<file path="config.mk">
export PLATFORM = sky130hd
export DESIGN_NAME = sound_event_seq
export DESIGN_NICKNAME = d
export VERILOG_FILES = /design/src/rtl/sound_pkg.sv /design/src/rtl/sound_dur_timer.sv /design/src/rtl/sound_event_seq.sv
export SDC_FILE = /design/constraint.sdc
export NUM_CORES = 1
export LEC_CHECK = 0
export ABC_CLOCK_PERIOD_IN_PS = 3100
export CAP_MARGIN = 20
export CORE_MARGIN = 5
export CORE_UTILIZATION = 53
export DETAILED_ROUTE_END_ITERATION = 8
export HOLD_SLACK_MARGIN = 0.03
export PLACE_DENSITY = 0.72
export SLEW_MARGIN = 20
export SYNTH_ARGS = -nofsm -noshare
export SYNTH_HDL_FRONTEND = slang
export SYNTH_SLANG_ARGS = --single-unit
export TNS_END_PERCENT = 5
</file>
<file path="constraint.sdc">
create_clock -name clk25 -period 3.1 [get_ports clk25]
set_input_delay 0.62 -clock clk25 [delete_from_list [all_inputs] [get_ports clk25]]
set_output_delay 0.62 -clock clk25 [all_outputs]
set_load 0.005 [all_outputs]
</file>
<file path="src/rtl/sound_pkg.sv">
// Shared types and default durations for the sound event sequencer.
package sound_pkg;

  // Sequencer states; encoding is fixed so debug probes read consistently.
  typedef enum logic [1:0] {
    IDLE  = 2'd0,
    POINT = 2'd1,
    GAP   = 2'd2,
    LOSE  = 2'd3
  } snd_state_t;

  // Default durations in clk25 cycles (125 ms chirp, 500 ms lose, 50 ms gap).
  localparam int DEF_POINT_CYCLES = 3125000;
  localparam int DEF_LOSE_CYCLES  = 12500000;
  localparam int DEF_GAP_CYCLES   = 1250000;
  localparam int DEF_CNT_W        = 24;

  // Player codes carried on point/lose.
  localparam logic [1:0] P1 = 2'b01;
  localparam logic [1:0] P2 = 2'b10;

endpackage

</file>
<file path="src/rtl/sound_dur_timer.sv">
// Loadable down-counter that saturates at zero; done flags an expired count.
module sound_dur_timer #(
  parameter int CNT_W = 24
) (
  input  logic             clk25,
  input  logic             rst_n,
  input  logic             load,
  input  logic [CNT_W-1:0] value,
  output logic             done
);

  logic [CNT_W-1:0] cnt;

  // Load takes precedence; otherwise count down and stop at zero.
  always_ff @(posedge clk25 or negedge rst_n) begin
    if (!rst_n)          cnt <= '0;
    else if (load)       cnt <= value;
    else if (cnt != '0)  cnt <= cnt - 1'b1;
  end

  assign done = (cnt == '0);

endmodule

</file>
<file path="src/rtl/sound_event_seq.sv">
// Turns one-cycle score/miss pulses into timed point/lose tone requests,
// with a silent gap between tones and one-deep pending latches per class.
module sound_event_seq
  import sound_pkg::*;
#(
  parameter int POINT_CYCLES = DEF_POINT_CYCLES,
  parameter int LOSE_CYCLES  = DEF_LOSE_CYCLES,
  parameter int GAP_CYCLES   = DEF_GAP_CYCLES,
  parameter int CNT_W        = DEF_CNT_W
) (
  input  logic       clk25,
  input  logic       rst_n,
  input  logic [1:0] score_evt,
  input  logic [1:0] miss_evt,
  output logic [1:0] point,
  output logic [1:0] lose,
  output logic       busy
);

  // Counter load values; a zero gap never loads, so clamp to avoid underflow.
  localparam logic [CNT_W-1:0] PT_LD  = CNT_W'(POINT_CYCLES - 1);
  localparam logic [CNT_W-1:0] LS_LD  = CNT_W'(LOSE_CYCLES - 1);
  localparam logic [CNT_W-1:0] GAP_LD = CNT_W'((GAP_CYCLES > 0) ? GAP_CYCLES - 1 : 0);

  snd_state_t       state, state_d;
  logic [1:0]       point_q, point_d;
  logic [1:0]       lose_q, lose_d;
  logic [1:0]       pend_pt, pend_pt_d;
  logic [1:0]       pend_ls, pend_ls_d;
  logic             ld;
  logic [CNT_W-1:0] ld_val;
  logic             done;
  logic             go_idle;

  sound_dur_timer #(.CNT_W(CNT_W)) u_timer (
    .clk25 (clk25),
    .rst_n (rst_n),
    .load  (ld),
    .value (ld_val),
    .done  (done)
  );

  // State, tone output and pending-latch registers.
  always_ff @(posedge clk25 or negedge rst_n) begin
    if (!rst_n) begin
      state   <= IDLE;
      point_q <= '0;
      lose_q  <= '0;
      pend_pt <= '0;
      pend_ls <= '0;
    end else begin
      state   <= state_d;
      point_q <= point_d;
      lose_q  <= lose_d;
      pend_pt <= pend_pt_d;
      pend_ls <= pend_ls_d;
    end
  end

  // Next state: latch events every cycle, end tones on timer expiry, and
  // pick the next tone (point before lose) whenever the sequencer is free.
  always_comb begin
    state_d   = state;
    point_d   = point_q;
    lose_d    = lose_q;
    pend_pt_d = pend_pt | score_evt;
    pend_ls_d = pend_ls | miss_evt;
    ld        = 1'b0;
    ld_val    = '0;
    go_idle   = 1'b0;

    case (state)
      IDLE: go_idle = 1'b1;
      POINT, LOSE: begin
        if (done) begin
          point_d = '0;
          lose_d  = '0;
          // With no gap the next tone starts on the very edge this one ends.
          if (GAP_CYCLES == 0) begin
            go_idle = 1'b1;
          end else begin
            state_d = GAP;
            ld      = 1'b1;
            ld_val  = GAP_LD;
          end
        end
      end
      GAP: if (done) go_idle = 1'b1;
      default: state_d = IDLE;
    endcase

    // Pending latches already include this cycle's events.
    if (go_idle) begin
      if (pend_pt_d != '0) begin
        state_d   = POINT;
        point_d   = pend_pt_d;
        lose_d    = '0;
        pend_pt_d = '0;
        ld        = 1'b1;
        ld_val    = PT_LD;
      end else if (pend_ls_d != '0) begin
        state_d   = LOSE;
        lose_d    = pend_ls_d;
        point_d   = '0;
        pend_ls_d = '0;
        ld        = 1'b1;
        ld_val    = LS_LD;
      end else begin
        state_d = IDLE;
      end
    end
  end

  assign point = point_q;
  assign lose  = lose_q;
  assign busy  = (state != IDLE) | (pend_pt != '0) | (pend_ls != '0);

endmodule

</file>
======== Word-level counts from Yosys, hierarchy flattened ========
Cells that the tools add are included.
cells by class
  reductions and logical operators ........ 13
  add/sub/neg operators ................... 1
  mux-type cells .......................... 33
  bitwise gates (word level) .............. 4
  equal/unequal tests ..................... 3
operators with widths
  operator                                             count
  2-to-1 mux 24 bit                                    5
  2-to-1 mux 21 bit                                    2
  2-to-1 mux 2 bit                                     20
  zero test 24 bit                                     1
  nonzero test 24 bit                                  1
  subtractor 24 x 1 -> 24 bit (second input constant)  1
  nonzero test 2 bit                                   8
  2-to-1 mux 1 bit                                     5
  == test 2 bit (second input constant)                2
  bitwise OR 2 bit                                     2
  == test 2 x 1 -> 1 bit (second input constant)       1
  zero test 2 bit                                      1
  bitwise OR 1 bit                                     2
  case mux 1 bit (2 select lines)                      1
  AND reduction 2 bit                                  1
  OR reduction 2 bit                                   1
storage, ports and cells
  bits in registers ....................... 34
  input bits .............................. 6
  logic and storage cells ................. 60
  output and inout bits ................... 5

======== Logic depth before layout (Yosys ltp) ========
  depth after elaboration ................. 7
  depth in mapped cells ................... 8
  mapped depth without buffers ............ 7

======== By module ========
Synthesis repeated with hierarchy kept, for this count alone.
unflattened totals
  cell total of the unflattened synthesis .. 222
  area total of the unflattened synthesis .. 2016.9 µm²
modules (own cells, without submodules)
  module           seq. area each (µm²)  cells an instance  instances  area an instance (µm²)
  sound_dur_timer  600.6                 164                1          1506.4
  sound_event_seq  250.2                 58                 1          510.5

======== Worst setup path before layout ========
OpenSTA, ideal clock, no wires.
  path type ............................... register to register
  from .................................... reg u_timer.cnt[8]
  to ...................................... reg u_timer.cnt[20]
  arrival ................................. 2.109 ns
  setup time .............................. 0.128 ns
  buffers on the path ..................... 2
  required time ........................... 2.972 ns
  cell stages (with the launch flop) ...... 7
  path slack .............................. 0.863 ns
  period minus slack after synthesis ...... 2.237 ns
  cell sequence ........................... dfrtp_1 -> or4_1 -> buf_2 -> or4_4 -> nor3_4 -> buf_4 -> o22ai_1
between the ends
  longest elaborated chain between the ends .. 7
  elaborated cells between the ends (all ways) .. 17
  classes of those cells .................. add/sub (1); mux (13); reduce/logical (3)
ends and longest elaborated chain
  element                                                                              RTL line               text
  start, declared                                                                      sound_dur_timer.sv:12  logic [CNT_W-1:0] cnt;
  start signal, assigned                                                               sound_dur_timer.sv:17  else if (load) cnt <= value;
  start signal, assigned                                                               sound_dur_timer.sv:18  else if (cnt != '0) cnt <= cnt - 1'b1;
  parallel branches: the longest is 7 deep, another holds subtractor 24 x 1 -> 24 bit  --
Several ways; the timed one is not identified. The select of a mux whose other input is x is not followed.
A chain may end at the register's enable or synchronous reset.

======== Worst setup path after layout ========
  from .................................... reg u_timer.cnt[8]
  to ...................................... reg u_timer.cnt[14]
between the ends
  longest elaborated chain between the ends .. 7
  elaborated cells between the ends (all ways) .. 13
  classes of those cells .................. add/sub (1); mux (9); reduce/logical (3)
ends and longest elaborated chain
  element
  parallel branches: the longest is 7 deep, another holds subtractor 24 x 1 -> 24 bit
Several ways; the timed one is not identified. The select of a mux whose other input is x is not followed.

==> results.sh <==
export IMPL_critical_path_max_fanout=14
export IMPL_hold_path_startpoint="lose[1]$_DFF_PN0_"
export IMPL_hold_violations=0
export IMPL_ys_types=46
export IMPL_port_buffer_count=10
export IMPL_num_io_pins=11
export IMPL_max_stage_delay_ns=0.66
export IMPL_cap_violations=0
export IMPL_hold_buffers=0
export IMPL_grt_overflow_total=0
export IMPL_swShare=0.258
export IMPL_synth_xor_area_frac=0.0684
export IMPL_synth_compound_area_share=0.173
export IMPL_yosys_area_share_simple=0.271
export IMPL_tritoncts_num_buffers=5
export IMPL_vdd_ir_drop_worst_mv=0.226
export IMPL_grt_usage=0.210
export IMPL_combinationalPowerShare=0.074
export IMPL_drive_above_1_share=0.0946
export IMPL_final_area_um2=2130
export IMPL_hold_class="reg -> reg"
export IMPL_timing_fmax_ghz=0.375
export IMPL_p_sw_mw=0.212
export IMPL_clock_skew_ns=0.00853
export IMPL_die_y_um=70.2
export IMPL_gp_congestion=0.885
export IMPL_finalCritPeriodShare=0.860
export IMPL_timing_critical_path_to_type="flop"
export IMPL_antenna_found_initial=0
export IMPL_cts_tree="yes"
export IMPL_drt_initial_drc_count=158
export IMPL_syn_num_nets=216
export IMPL_antennaDiodeCount=0
export IMPL_htreeDepth=2
export IMPL_final_antenna_net_count=0
export IMPL_dp_slack_ns=0.453
export IMPL_p_seq_frac=0.609
export IMPL_numPlacedInstances=260
export IMPL_root_buffer="clkbuf_4"
export IMPL_setup_viol=0
export IMPL_synth_main_ff_cell="dfrtp_1"
export IMPL_wl_per_cell_um=17.6
export IMPL_final_setup_worst_slack_ns=0.434
export IMPL_layout_common_cells="dfrtp_1 (34), nor2_1 (20), nand2_1 (17)"
export IMPL_synth_edf_count=0
export IMPL_worstPathRequired_ns=3.32
export IMPL_nNetsFinal=229
export IMPL_setup_worst_path_class="reg -> reg"
export IMPL_die_w_um=70.2
export IMPL_seq_area_frac_synth=0.443
export IMPL_startpoint_type="flop"
export IMPL_nFillCells=313
export IMPL_start_util=0.562
export IMPL_p_int_mw=0.610
export IMPL_syn_area_um2=1920
export IMPL_pwr_share_clk=0.317
export IMPL_grt_max_degree=35
export IMPL_row_count=21
export IMPL_cts_sinks=34
export IMPL_rsz0062_at_grt="false"
export IMPL_critPathLaunch="u_timer.cnt[8]$_DFFE_PN0P_"
export IMPL_syn_avg_cell_area_um2=9.23
export IMPL_wl_mm=4.73
export IMPL_worstPathCellList="or4_1 > or4_4 > nor3_4 > nor4b_1 > mux2i_1"
export IMPL_tightestPinTransition_ns=0.858
export IMPL_area_delta_synth_final_pct=11.1
export IMPL_synth_top_family_by_area="simple AND/OR/NAND/NOR gates"
export IMPL_path_clk_slew_ns=0.11
export IMPL_p_leak_nw=0.754
export IMPL_grt_pass1_wl_mm=8.13
export IMPL_maxSlewViolCount=0
export IMPL_route_vias_total=1652
export IMPL_async_flop_share=1.00
export IMPL_core_um2=3420
export IMPL_synthCells=208
export IMPL_yosys_warnings=0
export IMPL_via_per_inst=6.16
export IMPL_hpwlAfterDp_mm=3.47
export IMPL_setup_tns_ns=0
export IMPL_reg2reg_from="u_timer.cnt[8]$_DFFE_PN0P_"
export IMPL_ys_ff_latch=34
export IMPL_status="finished, final reports clean"
export IMPL_firstDrtPassIters=4
export IMPL_relSlewSlack=0.423
export IMPL_layout_commonest_cell="dfrtp_1"
export IMPL_die_area_um2=4930
export IMPL_clk_path_buf_depth=2
export IMPL_power_density_nw_per_um2=385
export IMPL_clk_insertion_delay_late_ns=0.35
export IMPL_synthAdderAreaFrac=0.0130
export IMPL_synth_area_mux_share=0.00522
export IMPL_fin_cells=268
export IMPL_place_area_um2=2070
export IMPL_cp_slowest_cell="or4_1"
export IMPL_cts_setup_buffers=0
export IMPL_crit_arrival_ns=2.89
export IMPL_min_period_ns=2.67
export IMPL_ctsResizeCount=0
export IMPL_grt_pass1_vias=1581
export IMPL_drc_errors=0
## per-stage QoR
step / hold WS, ns / util / power, mW
global route: 0.530 / 0.624 / 0.868
finish: 0.515 / 0.624 / 0.822
global placement: 0.474 / 0.607 / 0.566
CTS: 0.511 / 0.624 / 0.825
detailed placement: 0.480 / 0.607 / 0.569
floorplan: 0.324 / - / 0.536
## critical path: cells and delay by family, from the launching register on
family	cells	cell delay [ns]
flops	1	0.44
mux	1	0.15
simple gates	4	1.95
## power groups by stage
| stage | logic [mW] | registers [mW] | clock network (mW) |
|---|---|---|---|
| 2_1_floorplan | 0.0407 | 0.496 | 0 |
| 3_3_place_gp | 0.0594 | 0.506 | 0 |
| 3_5_place_dp | 0.0613 | 0.507 | 0 |
| 4_1_cts | 0.0616 | 0.499 | 0.264 |
| 5_1_grt | 0.0694 | 0.505 | 0.293 |
| 6_report | 0.0609 | 0.500 | 0.261 |
## synth_stat cells, types with 3 or more instances
library cell | n | share of area
or3_1 | 4 | 0.013
or2_2 | 3 | 0.0098
o31ai_1 | 7 | 0.027
nor4_1 | 7 | 0.023
nand2b_1 | 4 | 0.013
o41ai_1 | 3 | 0.014
nand2_1 | 17 | 0.033
nor3_1 | 9 | 0.023
or4_1 | 6 | 0.023
xor2_1 | 8 | 0.037
dfrtp_1 | 34 | 0.44
o21a_1 | 3 | 0.012
nand4_1 | 3 | 0.0098
a21oi_1 | 11 | 0.029
nor2_1 | 20 | 0.039
clkbuf_1 | 6 | 0.012
o21ai_1 | 6 | 0.016
xnor2_1 | 7 | 0.032
o21ai_0 | 6 | 0.016
nand3_1 | 8 | 0.021
## metal layers
metal  routed length (um)  GRT usage  vias up
met5                    0          0        -
met4                   53     0.0596        0
met3                  277     0.0574        6
met2                 2270      0.323       49
met1                 2130      0.291      804
li1                     -          -      793
## registers in the layout, indices dropped and copies added, names as in the netlist
register / cells
lose: 2
pend_ls: 2
pend_pt: 2
u_timer.cnt: 24
state: 2
point: 2
## area by class of cell
cell class | count | area [um^2] | area share
clock buffers | 7 | 55.1 | 0.0258
well taps | 46 | 57.6 | 0.0270
multi-input cells | 163 | 1020 | 0.478
flip-flops and latches | 34 | 851 | 0.399
repair buffers | 15 | 138 | 0.0646
inverters | 2 | 7.51 | 0.00352
clock inverters | 1 | 5.00 | 0.00235
## final timing paths
check                      slack [ns]  cells past startpoint                          end
hold reg to reg                  0.51                      1            lose[1]$_DFF_PN0_
hold / removal                   0.51                      1            lose[1]$_DFF_PN0_
setup / recovery                 0.43                      5  u_timer.cnt[14]$_DFFE_PN0P_
setup reg to reg                 0.43                      5  u_timer.cnt[14]$_DFFE_PN0P_
max in group asynchronous        2.11                      2         pend_ls[1]$_DFF_PN0_
min in group asynchronous        0.67                      2  u_timer.cnt[19]$_DFFE_PN0P_
## logic make-up after synthesis
logic type | Yosys count
and+or+nand+nor | 95
AOI/OAI and AO/OA | 50
DFF | 34
xor gates and xnor gates | 15
buffers and inverters | 11
adders and majority gates | 2
muxes | 1
Power figures use the tool's default switching activity.
